## config.mk

```make
export PLATFORM = sky130hd
export DESIGN_NAME = breath_seq_ctrl
export DESIGN_NICKNAME = d
export VERILOG_FILES = /design/src/rtl/breath_pkg.sv /design/src/rtl/breath_pwm.sv /design/src/rtl/breath_seq_ctrl.sv
export SDC_FILE = /design/constraint.sdc
export NUM_CORES = 1
export LEC_CHECK = 0
export ABC_CLOCK_PERIOD_IN_PS = 2350
export BUFFER_PORTS_ARGS = -buffer_cell sky130_fd_sc_hd__clkbuf_2
export CAP_MARGIN = 20
export CORE_ASPECT_RATIO = 1.75
export CORE_MARGIN = 3
export CORE_UTILIZATION = 25
export CTS_CLUSTER_SIZE = 40
export DETAILED_ROUTE_END_ITERATION = 8
export GPL_TIMING_DRIVEN = 0
export SLEW_MARGIN = 20
export SYNTH_ARGS = -nofsm -noshare
export SYNTH_HDL_FRONTEND = slang
export SYNTH_SLANG_ARGS = --single-unit
```

## constraint.sdc

```tcl
create_clock -name clk -period 2.35 [get_ports clk]
set_input_delay 0.235 -clock clk [delete_from_list [all_inputs] [get_ports clk]]
set_output_delay 0.235 -clock clk [all_outputs]
set_load 0.02 [all_outputs]
```

## src/rtl/breath_pkg.sv

```systemverilog
// breath_pkg: shared types and helpers for the breathing LED sequencer.
// Build option: define BREATH_GAMMA_EN to compile the square-law duty curve.
package breath_pkg;

    typedef enum logic [2:0] {
        IDLE,
        UP,
        HOLD_HI,
        DOWN,
        HOLD_LO
    } breath_st_e;

`ifdef BREATH_GAMMA_EN
    // Square-law perceptual mapping: (lin * lin) >> cnt_w, valid for cnt_w <= 16.
    function automatic logic [31:0] breath_gamma(input logic [31:0] lin,
                                                 input int unsigned cnt_w);
        logic [31:0] sq;
        sq = lin * lin;
        return sq >> cnt_w;
    endfunction
`endif

endpackage

```

## src/rtl/breath_pwm.sv

```systemverilog
// breath_pwm: free-running PWM frame counter, frame-boundary strobe and
// registered compare output. Counter is held at zero while not running.
module breath_pwm #(
    parameter int unsigned CNT_W = 8
) (
    input  logic             clk,
    input  logic             rst,
    input  logic             run,
    input  logic [CNT_W-1:0] duty,
    output logic             frame,
    output logic             led
);

    logic [CNT_W-1:0] pwm_cnt_q, pwm_cnt_d;
    logic             led_q, led_d;

    // Counter advance and compare; both forced low outside a run.
    always_comb begin
        pwm_cnt_d = '0;
        led_d     = 1'b0;
        if (run) begin
            pwm_cnt_d = pwm_cnt_q + CNT_W'(1);
            led_d     = (pwm_cnt_q < duty);
        end
    end

    // Counter and output registers with asynchronous active-low reset.
    always_ff @(posedge clk or negedge rst) begin
        if (!rst) begin
            pwm_cnt_q <= '0;
            led_q     <= 1'b0;
        end else begin
            pwm_cnt_q <= pwm_cnt_d;
            led_q     <= led_d;
        end
    end

    // Frame boundary is the last count of the frame; duty updates land on the wrap.
    assign frame = run && (pwm_cnt_q == '1);
    assign led   = led_q;

endmodule

```

## src/rtl/breath_seq_ctrl.sv

```systemverilog
// breath_seq_ctrl: breathing-pattern sequencer (fade-in, bright hold,
// fade-out, dark hold) with start/stop and breath-count control.
// Build option: define BREATH_GAMMA_EN to apply the square-law duty curve.
module breath_seq_ctrl
    import breath_pkg::*;
#(
    parameter int unsigned CNT_W       = 8,
    parameter int unsigned DUTY_MAX    = 255,
    parameter int unsigned STEP_FRAMES = 4,
    parameter int unsigned HOLD_FRAMES = 16
) (
    input  logic             clk,
    input  logic             rst,
    input  logic             en,
    input  logic [7:0]       cycles,
    output logic             busy,
    output logic             done,
    output logic [CNT_W-1:0] duty,
    output logic             led
);

    localparam int unsigned STEP_W = (STEP_FRAMES > 1) ? $clog2(STEP_FRAMES) : 1;
    localparam int unsigned HOLD_W = (HOLD_FRAMES > 1) ? $clog2(HOLD_FRAMES) : 1;
    localparam logic [CNT_W-1:0]  LIN_MAX   = CNT_W'(DUTY_MAX);
    localparam logic [STEP_W-1:0] STEP_LAST = STEP_W'(STEP_FRAMES - 1);
    localparam logic [HOLD_W-1:0] HOLD_LAST = HOLD_W'(HOLD_FRAMES - 1);

    breath_st_e        state_q, state_d;
    logic [STEP_W-1:0] step_q, step_d;
    logic [HOLD_W-1:0] hold_q, hold_d;
    logic [7:0]        brc_q, brc_d;
    logic [7:0]        cyc_q, cyc_d;
    logic [CNT_W-1:0]  lin_q, lin_d;
    logic              stop_q, stop_d;
    logic              done_q, done_d;

    logic              frame;
    logic              tick;
    logic              stopping;
    logic [7:0]        brc_inc;
    logic [CNT_W-1:0]  lin_inc;
    logic [CNT_W-1:0]  duty_eff;

    breath_pwm #(
        .CNT_W (CNT_W)
    ) u_pwm (
        .clk   (clk),
        .rst   (rst),
        .run   (state_q != IDLE),
        .duty  (duty_eff),
        .frame (frame),
        .led   (led)
    );

    // Next-state, step/hold/breath counters and linear duty schedule.
    always_comb begin
        state_d  = state_q;
        step_d   = step_q;
        hold_d   = hold_q;
        brc_d    = brc_q;
        cyc_d    = cyc_q;
        lin_d    = lin_q;
        stop_d   = stop_q;
        done_d   = 1'b0;
        // A stop request is sticky for the rest of the run, so a re-asserted
        // en during the fade-out cannot resume the breath.
        stopping = stop_q || !en;
        tick     = frame && (step_q == STEP_LAST);
        brc_inc  = brc_q + 8'd1;
        lin_inc  = lin_q + CNT_W'(1);

        if (state_q != IDLE && !en) begin
            stop_d = 1'b1;
        end
        if (frame && (state_q == UP || state_q == DOWN)) begin
            step_d = tick ? '0 : step_q + STEP_W'(1);
        end
        if (frame && (state_q == HOLD_HI || state_q == HOLD_LO)) begin
            hold_d = (hold_q == HOLD_LAST) ? '0 : hold_q + HOLD_W'(1);
        end

        case (state_q)
            IDLE: begin
                if (en) begin
                    state_d = UP;
                    cyc_d   = cycles;
                    brc_d   = '0;
                    step_d  = '0;
                    hold_d  = '0;
                    lin_d   = '0;
                    stop_d  = 1'b0;
                end
            end
            UP: begin
                if (frame && stopping) begin
                    state_d = DOWN;
                    step_d  = '0;
                end else if (tick) begin
                    lin_d = lin_inc;
                    if (lin_inc == LIN_MAX) begin
                        state_d = HOLD_HI;
                        hold_d  = '0;
                    end
                end
            end
            HOLD_HI: begin
                if (frame && (stopping || hold_q == HOLD_LAST)) begin
                    state_d = DOWN;
                    hold_d  = '0;
                    step_d  = '0;
                end
            end
            DOWN: begin
                if (tick) begin
                    // Early stop may enter DOWN at low duty; clamp instead of wrapping.
                    if (lin_q <= CNT_W'(1)) begin
                        lin_d   = '0;
                        state_d = HOLD_LO;
                        hold_d  = '0;
                    end else begin
                        lin_d = lin_q - CNT_W'(1);
                    end
                end
            end
            HOLD_LO: begin
                if (frame && hold_q == HOLD_LAST) begin
                    brc_d  = brc_inc;
                    hold_d = '0;
                    step_d = '0;
                    if ((cyc_q != 8'd0 && brc_inc == cyc_q) || stopping) begin
                        state_d = IDLE;
                        done_d  = 1'b1;
                    end else begin
                        state_d = UP;
                    end
                end
            end
            default: begin
                state_d = IDLE;
            end
        endcase
    end

    // Sequencer state registers with asynchronous active-low reset.
    always_ff @(posedge clk or negedge rst) begin
        if (!rst) begin
            state_q <= IDLE;
            step_q  <= '0;
            hold_q  <= '0;
            brc_q   <= '0;
            cyc_q   <= '0;
            lin_q   <= '0;
            stop_q  <= 1'b0;
            done_q  <= 1'b0;
        end else begin
            state_q <= state_d;
            step_q  <= step_d;
            hold_q  <= hold_d;
            brc_q   <= brc_d;
            cyc_q   <= cyc_d;
            lin_q   <= lin_d;
            stop_q  <= stop_d;
            done_q  <= done_d;
        end
    end

    // Effective duty mapping; forced to zero in IDLE.
    always_comb begin
`ifdef BREATH_GAMMA_EN
        duty_eff = CNT_W'(breath_gamma(32'(lin_q), CNT_W));
`else
        duty_eff = lin_q;
`endif
        if (state_q == IDLE) begin
            duty_eff = '0;
        end
    end

    assign duty = duty_eff;
    assign busy = (state_q != IDLE);
    assign done = done_q;

endmodule

```

==> results.yml, run 1 <==
outcome:
  outcome: "complete, but fails checks"
  violations: "negative hold slack"
logic_synthesis:
  synthesis.area_per_instance_um2: 8.677
  synthArstFlopShare_pct: 100.0
  synth_seq_cells: 44
  netlist_instances: 355
  synth-edff-count: 0
  synth_fp_nets: 381
  syn_area_um2: 3080
  yosys_warns: 0
  synth-seq-area-share_pct: 35.74
  synth-main-ff-cell: "dfrtp_1"
  netlist-cell-type-count: 63
global_routing:
  grt_start_max_net_pins: 45
  grt_pass1_vias: 2923
  grt_usage_pct: 12.46
  grt_antenna_before_repair: 0
  first_pass_grt_wire_length_mm: 14.15
  overflow: 0
place:
  dp_slack_ps: -348.7
  place_inst: 541
  gp_congestion: 0.8907
  hpwlAfterDp_mm: 6.196
  place.port_buffers: 21
timing:
  setup_repair_after_global_routing_missed_its_margin: "true"
  relative_slew_slack_pct: 55.06
  layout_setup_ws_ps: 149.2
  worst_clock_skew_ps: 4.957
  max_slew.worst_pin.slew_ps: 674.2
  hold-worst-slack_ps: -3.270
  finalSetupViolCount: 0
  final_clock_period_utilization_by_the_worst_path_pct: 93.65
  finalCriticalPeriod_ps: 2201
  max_freq_mhz: 454.4
  finalMaxSlewViolations: 0
  hold_violations: 1
die:
  io-pin-count: 22
  fp.dieH_um: 152.8
  fp.dieArea_um2: 13740
  initial_utilization_pct: 25.66
  die_w_um: 89.91
  rows: 53
  core_um2: 12000
drt:
  firstDrtPassIters: 4
  drt-vias-per-instance: 5.215
  detail-route-antenna-nets: 0
  routed-via-count: 2868
  drt-initial-drc-count: 169
  avgRoutedWirePerCell_um: 15.14
  finalWirelength_mm: 8.328
  drc_errors: 0
cts:
  tritoncts: "built"
  path_clk_slew_ps: 60
  cts_num_sinks: 44
  ctsHoldBuffers: 0
  htree_depth: 2
  clk_path_buf_depth: 2
  clk_latency_worst_skew_pair_ps: 290
  cts_inserted_buffers: 5
  cts_root_buffer: "clkbuf_16"
worst_setup_path:
  setup.worst_path.end_class: "register"
  critical_path.startpoint_type: "register"
  reg_to_reg_critical_path_startpoint: "lin_q[0]"
  reg2reg_slack_ps: 150
  crit_fanout: 9
  startpoint_to_endpoint_class_of_the_critical_path: "register to register"
  cp_data_required_time_ps: 2550
  arrival_time_at_the_worst_endpoint_ps: 2400
  timing.rr.end: "lin_q[3]"
  reg2reg_depth: 10
layout:
  final_cell_mix: "43 x dfrtp_1, 35 x nand2_1, 34 x nor2_1, 22 x o21ai_0, 21 x clkbuf_2"
  antenna-diode-count: 0
  finalCoreUtilization_pct: 30.53
  syn_to_final_growth_pct: 18.97
  fin_nets: 410
  post_layout_nonfiller_instances: 550
  final_common_cell: "dfrtp_1"
  layout-drive-gt1-share_pct: 18.70
power:
  power_switching_share_pct: 23.20
  net-switching-power_w: 0.0004097
  totalPowerFinal_w: 0.001766
  power_per_cell_area_nw_per_um2: 481.9
  power.internal_w: 0.001356
  comb_power_share_pct: 6.9
  irDropWorstVdd_uv: 298.5
  share_clk_of_total_power_pct: 48.2
  power.static_leakage_nw: 1.534
  p_seq_share_pct: 44.9
flow_run:
  max-cap-violations: 0
worst_hold_path:
  hold_class: "primary input to asynchronous set/reset pin"
critical path: stages (launching register included):
cell	delay (ps)
dfrtp_1	370
buf_2	210
inv_2	90
ha_4	190
nor2_4	120
nor4_4	80
buf_4	150
nor2_4	150
nand2_1	60
mux4_2	440
o31ai_1	220
state kept, by name, indices dropped and copies added, names as in the netlist:
| name | cells |
|---|---|
| brc_q | 8 |
| cyc_q | 8 |
| done | 1 |
| hold_q | 4 |
| lin_q | 8 |
| state_q | 3 |
| step_q | 2 |
| stop_q | 1 |
| u_pwm.led | 1 |
| u_pwm.pwm_cnt_q | 8 |
metrics by stage:
step / area, µm² / TNS, ps
after floorplan: 3080 / 0
after global placement: 3392 / -1288
after detailed placement: 3395 / -1717
after CTS: 3611 / 0
after global routing: 3665 / -3.494
final: 3665 / 0
power by group through the flow:
stage	combinational (W)	sequential [W]	clock [W]
after global routing	0.000138	0.000794	0.000902
after global placement	0.000118	0.000804	0
after detailed placement	0.000123	0.000805	0
final	0.000121	0.000793	0.000852
after CTS	0.000121	0.000792	0.000875
after floorplan	0.0000748	0.000800	0
worst max path at each step:
| stage | startpoint | slack, ps | to |
|---|---|---|---|
| after floorplan | lin_q[0] | 140 | lin_q[3] |
| after global placement | lin_q[0] | -320 | lin_q[3] |
| after detailed placement | lin_q[0] | -350 | lin_q[3] |
| after CTS | lin_q[0] | 2 | hold_q[2] |
| after global routing | u_pwm.pwm_cnt_q[0] | -3 | brc_q[5] |
| final | lin_q[0] | 150 | lin_q[3] |
timing repair:
action	CTS	global route
buffers inserted	1	2
resized for setup	9	16
pin swaps	1	3
endpoints found under the setup margin	19	12
endpoints found under the hold margin	0	0
area by class of cell:
| class | count | area, µm² |
|---|---|---|
| Buffer | 14 | 81.33 |
| Clock buffer | 6 | 138.9 |
| Clock inverter | 2 | 38.79 |
| Fill cell | 1263 | 8338 |
| Inverter | 15 | 56.30 |
| Multi-Input combinational cell | 280 | 1911 |
| Sequential cell | 44 | 1102 |
| Tap cell | 165 | 206.4 |
| Timing Repair Buffer | 24 | 130.1 |
cell families (layout without fill, tap and decap cells):
logic type | after synthesis | count (layout) | synth area share [%]
fa+ha+maj | 15 | 15 | 6.093
xor+xnor | 16 | 16 | 4.549
compound gates | 85 | 85 | 18.68
simple gates | 150 | 150 | 24.98
flops | 44 | 44 | 35.74
mux | 14 | 14 | 5.362
buf+inv | 31 | 61 | 4.590
synthesized netlist by cell type (3+ instances only):
library cell / count / area share, %
clkbuf_1: 7 / 0.85
buf_2: 5 / 0.81
a21o_1: 4 / 0.97
nor3_1: 13 / 2.1
nand2b_1: 3 / 0.61
xor2_1: 8 / 2.3
nor4_1: 5 / 1.0
ha_1: 15 / 6.1
o31ai_1: 7 / 1.7
and2_1: 3 / 0.61
a211oi_1: 3 / 0.73
inv_1: 15 / 1.8
and3_1: 7 / 1.4
xnor2_1: 8 / 2.3
nand3b_1: 3 / 0.73
or3_1: 4 / 0.81
a31oi_1: 3 / 0.61
o21ai_0: 22 / 3.6
mux2i_1: 3 / 0.97
nand2_1: 36 / 4.4
nand3_1: 16 / 2.6
mux2_2: 10 / 3.7
a21oi_1: 16 / 2.6
a22oi_1: 4 / 0.97
nor2_1: 37 / 4.5
nand4_1: 7 / 1.4
dfrtp_1: 44 / 36
nor2b_1: 3 / 0.61
metal layers:
metal / wire length [µm] / GRT usage, %
met1: 3117 / 13.34
met3: 340 / 1.969
met2: 4470 / 22.92
met5: 0 / 0
met4: 400 / 7.159
Note: power is estimated with default switching activity, not from simulation.
==> run 2: changes to the inputs <==
Settings changed: CORE_UTILIZATION 25 to 35.
==> results.yml, run 2 (same netlist as run 1, synthesis figures left out) <==
outcome:
  outcome: "complete, but fails checks"
  violations: "negative hold slack"
layout:
  finalCoreUtilization_pct: 42.74
  antenna-diode-count: 0
  layout-drive-gt1-share_pct: 20.16
  multi_input_area_um2: 1912
  final_common_cell: "dfrtp_1"
  layout.filler_cells: 860
  area_used_by_sequential_logic_in_the_layout_um2: 1104
  syn_to_final_growth_pct: 16.86
  final_cell_mix: "42 x dfrtp_1, 36 x nand2_1, 34 x nor2_1, 22 x o21ai_0, 22 x clkbuf_2"
  fin_nets: 412
cts:
  cts_num_sinks: 44
  htree_depth: 2
  clk_latency_worst_skew_pair_ps: 290
  tritoncts: "built"
  ctsHoldBuffers: 0
  path_clk_slew_ps: 60
  clk_path_buf_depth: 2
  cts_root_buffer: "clkbuf_16"
  cts_inserted_buffers: 5
drt:
  met2RoutedLength_mm: 4.241
  drt-vias-per-instance: 5.590
  drc_errors: 0
  finalWirelength_mm: 7.916
  avgRoutedWirePerCell_um: 15.77
  detail-route-antenna-nets: 0
  met1Wirelength_mm: 3.046
  firstDrtPassIters: 4
  routed-via-count: 2806
  drt-initial-drc-count: 152
  met3RoutedLength_um: 283
  topRoutingLayerUsed: "met4"
timing:
  final_clock_period_utilization_by_the_worst_path_pct: 95.25
  finalSetupViolCount: 0
  finalMaxSlewViolations: 0
  finalSetupTns_ps: 0
  hold-worst-slack_ps: -5.996
  max_slew.worst_pin.slew_ps: 644.4
  max_freq_mhz: 446.7
  setup_repair_after_global_routing_missed_its_margin: "true"
  relative_slew_slack_pct: 57.04
  worst_clock_skew_ps: 5.369
  finalCriticalPeriod_ps: 2238
  hold_violations: 18
global_routing:
  grt_antenna_before_repair: 0
  overflow: 0
  grt_usage_pct: 16.69
  grt_pass1_vias: 2802
  grt_start_max_net_pins: 45
  first_pass_grt_wire_length_mm: 13.50
place:
  place.port_buffers: 21
  gp_congestion: 0.8817
  hpwlAfterDp_mm: 6.012
worst_setup_path:
  startpoint_to_endpoint_class_of_the_critical_path: "register to register"
  critPathSlowestCell: "or3_4"
  crit_fanout: 10
  arrival_time_at_the_worst_endpoint_ps: 2400
  reg2reg_slack_ps: 110
  worst_setup_path_endpoint: "hold_q[1]"
  critPathTopFamily: "simple AND/OR/NAND/NOR gates"
  critical_path.startpoint_type: "register"
  path_buf_inv: 1
  critical-path-max-stage-delay_ps: 410
  reg2reg_depth: 7
  setup.worst_path.end_class: "register"
  timing.rr.end: "hold_q[1]"
  critical_path.cell_chain: "buf_6, or3_4, nor4_4, a21oi_2, o31a_1, a211oi_4, nor2_1"
  worst_path_depth: 7
  cp_data_required_time_ps: 2520
  reg_to_reg_critical_path_startpoint: "lin_q[4]"
  critical_path_origin: "lin_q[4]"
power:
  power.static_leakage_nw: 1.532
  power_per_cell_area_nw_per_um2: 450.5
  irDropWorstVdd_uv: 326.6
flow_run:
  max-cap-violations: 0
die:
  fp.dieArea_um2: 10010
  io-pin-count: 22
  core_um2: 8423
  rows: 44
  initial_utilization_pct: 36.57
  fp.dieH_um: 130.1
  die_w_um: 76.92
worst_hold_path:
  hold_class: "primary input to asynchronous set/reset pin"
-- run 2: worst min-delay path by stage --
stage          startpoint   endpoint  depth (start not counted)
2_1_floorplan         rst   brc_q[0]                          0
3_3_place_gp    cycles[1]   cyc_q[1]                          2
3_5_place_dp          rst   cyc_q[3]                          1
4_1_cts               rst  hold_q[0]                          1
5_1_grt               rst  hold_q[1]                          1
6_report              rst   cyc_q[3]                          1
-- run 2: area by class of cell --
| type | count | share of cell area [%] |
|---|---|---|
| timing repair buffer | 27 | 4.171 |
| clock inverter | 2 | 0.2781 |
| tap | 115 | 3.997 |
| inverter | 15 | 1.738 |
| sequential | 44 | 30.66 |
| multi-input combinational | 280 | 53.11 |
| clock buffer | 6 | 3.858 |
| buffer | 13 | 2.190 |
-- run 2: power breakdown --
| group | internal [W] | switching (W) |
|---|---|---|
| registers | 0.000773 | 0.0000197 |
| logic | 0.0000498 | 0.0000690 |
| clock network | 0.000419 | 0.000291 |
-- run 2: worst reg2reg max path, cell delays in order (launching register included) --
cell and delay [ps]:
dfrtp_1 370, buf_6 140, or3_4 410, nor4_4 390
a21oi_2 110, o31a_1 310, a211oi_4 300, nor2_1 90
-- run 2: layer usage --
| metal | vias to the layer above | global-route usage, % |
|---|---|---|
| met3 | 24 | 2.486 |
| met4 | 0 | 7.898 |
| met2 | 74 | 32.48 |
| met1 | 1348 | 17.32 |
| li1 | 1360 | - |
| met5 | - | 0 |
-- run 2: per-stage QoR --
stage | std cells | setup slack [ps] | area (µm²) | hold slack [ps] | power (W)
floorplan | 355 | 144.2 | 3080 | -60.59 | 0.0008744
global placement | 491 | -354.0 | 3329 | 467.2 | 0.0009222
detailed placement | 491 | -404.3 | 3332 | 326.1 | 0.0009251
CTS | 498 | 11.26 | 3516 | 21.45 | 0.001639
global route | 502 | -6.478 | 3600 | 42.50 | 0.001697
finish | 502 | 111.5 | 3600 | -5.996 | 0.001622
-- run 2: what timing repair did --
item / 4_1_cts / 5_1_grt
hold endpoints to repair: 0 / 0
cloned: 0 / 0
setup buffers: 0 / 6
resized for setup: 10 / 17
pin swaps: 3 / 5
endpoints found under the setup margin: 16 / 12
==> run 3: changes to the inputs <==
==> constraint.sdc (replaced) <==
create_clock -name clk -period 2.35 [get_ports clk]
set_input_delay 0.47 -clock clk [delete_from_list [all_inputs] [get_ports clk]]
set_output_delay 0.47 -clock clk [all_outputs]
set_load 0.02 [all_outputs]
==> results.yml, run 3 (same netlist as run 1, synthesis figures left out) <==
cts:
  htree_depth: 2
  clk_latency_worst_skew_pair_ps: 290
  path_clk_slew_ps: 60
  cts_num_sinks: 44
  cts_inserted_buffers: 5
  tritoncts: "built"
  cts_root_buffer: "clkbuf_16"
  clk_path_buf_depth: 2
timing:
  max_slew.worst_pin.slew_ps: 637.4
  finalCriticalPeriod_ps: 2289
  hold_violations: 0
  layout_setup_ws_ps: 60.79
  worst_clock_skew_ps: 4.967
  finalMaxSlewViolations: 0
  max_freq_mhz: 436.8
  final_clock_period_utilization_by_the_worst_path_pct: 97.41
  finalSetupViolCount: 0
  finalSetupTns_ps: 0
  setup_repair_after_global_routing_missed_its_margin: "true"
  relative_slew_slack_pct: 57.51
worst_setup_path:
  reg_to_reg_critical_path_startpoint: "lin_q[4]"
  critical_path_origin: "state_q[0]"
  crit_fanout: 10
  critical_path.startpoint_type: "register"
  cp_data_required_time_ps: 1880
  setup.worst_path.end_class: "output pin"
  startpoint_to_endpoint_class_of_the_critical_path: "register to output pin"
  arrival_time_at_the_worst_endpoint_ps: 1820
layout:
  final_common_cell: "dfrtp_1"
  syn_to_final_growth_pct: 17.83
  final_cell_mix: "42 x dfrtp_1, 35 x nand2_1, 34 x nor2_1, 23 x clkbuf_2, 22 x o21ai_0"
  layout.filler_cells: 859
  fin_nets: 415
  layout-drive-gt1-share_pct: 21.28
  antenna-diode-count: 0
place:
  place.port_buffers: 21
  hpwlAfterDp_mm: 6.012
  dp_slack_ps: -404.3
  gp_congestion: 0.8817
drt:
  firstDrtPassIters: 4
  drc_errors: 0
  drt-vias-per-instance: 5.580
  detail-route-antenna-nets: 0
  finalWirelength_mm: 8.006
  drt-initial-drc-count: 161
  routed-via-count: 2818
  avgRoutedWirePerCell_um: 15.85
die:
  io-pin-count: 22
  fp.dieH_um: 130.1
  rows: 44
  die_w_um: 76.92
  core_um2: 8423
  initial_utilization_pct: 36.57
  fp.dieArea_um2: 10010
global_routing:
  grt_start_max_net_pins: 45
  grt_pass1_vias: 2802
  overflow: 0
  first_pass_grt_wire_length_mm: 13.50
  grt_antenna_before_repair: 0
  grt_usage_pct: 16.69
power:
  power_per_cell_area_nw_per_um2: 445.4
  power.static_leakage_nw: 1.550
  irDropWorstVdd_uv: 326.2
  totalPowerFinal_w: 0.001617
worst_hold_path:
  hold_class: "primary input to asynchronous set/reset pin"
flow_run:
  max-cap-violations: 0
outcome:
  outcome: "finished clean"
## run 3: cell type report
class / count / area (µm²) / share of cell area [%]
clock buffers: 6 / 138.9 / 3.826
inverters: 15 / 62.56 / 1.724
clock inverters: 2 / 10.01 / 0.2758
multi-input cells: 280 / 1914 / 52.74
flip-flops and latches: 44 / 1104 / 30.40
plain buffers: 13 / 83.83 / 2.310
well taps: 115 / 143.9 / 3.964
repair buffers: 30 / 172.7 / 4.757
## run 3: through the flow
stage | std cells | util (%) | area, µm² | hold WS (ps)
finish | 505 | 43.09 | 3630 | 229.6
global route | 505 | 43.09 | 3630 | 277.4
CTS | 498 | 41.74 | 3516 | 256.5
detailed placement | 491 | 39.56 | 3332 | 528.8
global placement | 491 | 39.53 | 3329 | 498.3
floorplan | 355 | - | 3080 | 174.4
## run 3: critical path, stage by stage, from the launching register on
cell	delay, ps
dfrtp_1	410
buf_6	160
nor3_4	300
clkinvlp_4	170
clkbuf_2	180
nand2_1	110
inv_1	40
clkbuf_2	140
## run 3: path summary, 6_finish.rpt
kind	end	slack, ps	cells after the start
min	cyc_q[3]	230	1
max reg2reg	hold_q[1]	110	7
min reg2reg	brc_q[7]	530	1
min in group clk	cyc_q[4]	410	2
max	duty[4]	60	7
max in group asynchronous	lin_q[1]	1650	1
## run 3: repair_timing
action / 4_1_cts / 5_1_grt
pin swaps: 3 / 5
buffers inserted: 0 / 9
hold buffers: 0 / 0
setup endpoints to repair: 21 / 20
gates resized for setup: 10 / 21
## run 3: metal layers
| layer | routed length [µm] | part of all wire, % | up-vias | global-route usage, % |
|---|---|---|---|---|
| li1 | - | - | 1372 | - |
| met1 | 3075 | 38 | 1350 | 17.32 |
| met2 | 4295 | 54 | 73 | 32.48 |
| met3 | 295 | 3.7 | 23 | 2.486 |
| met4 | 340 | 4.2 | 0 | 7.898 |
| met5 | 0 | 0 | - | 0 |
## run 3: report_power, final
group	total, W	leakage (nW)	internal (W)	switching (W)
sequential	0.000793	0.490	0.000773	0.0000196
combinational	0.000119	0.984	0.0000498	0.0000687
clock	0.000705	0.0766	0.000419	0.000286
total	0.00162	1.55	0.00124	0.000375
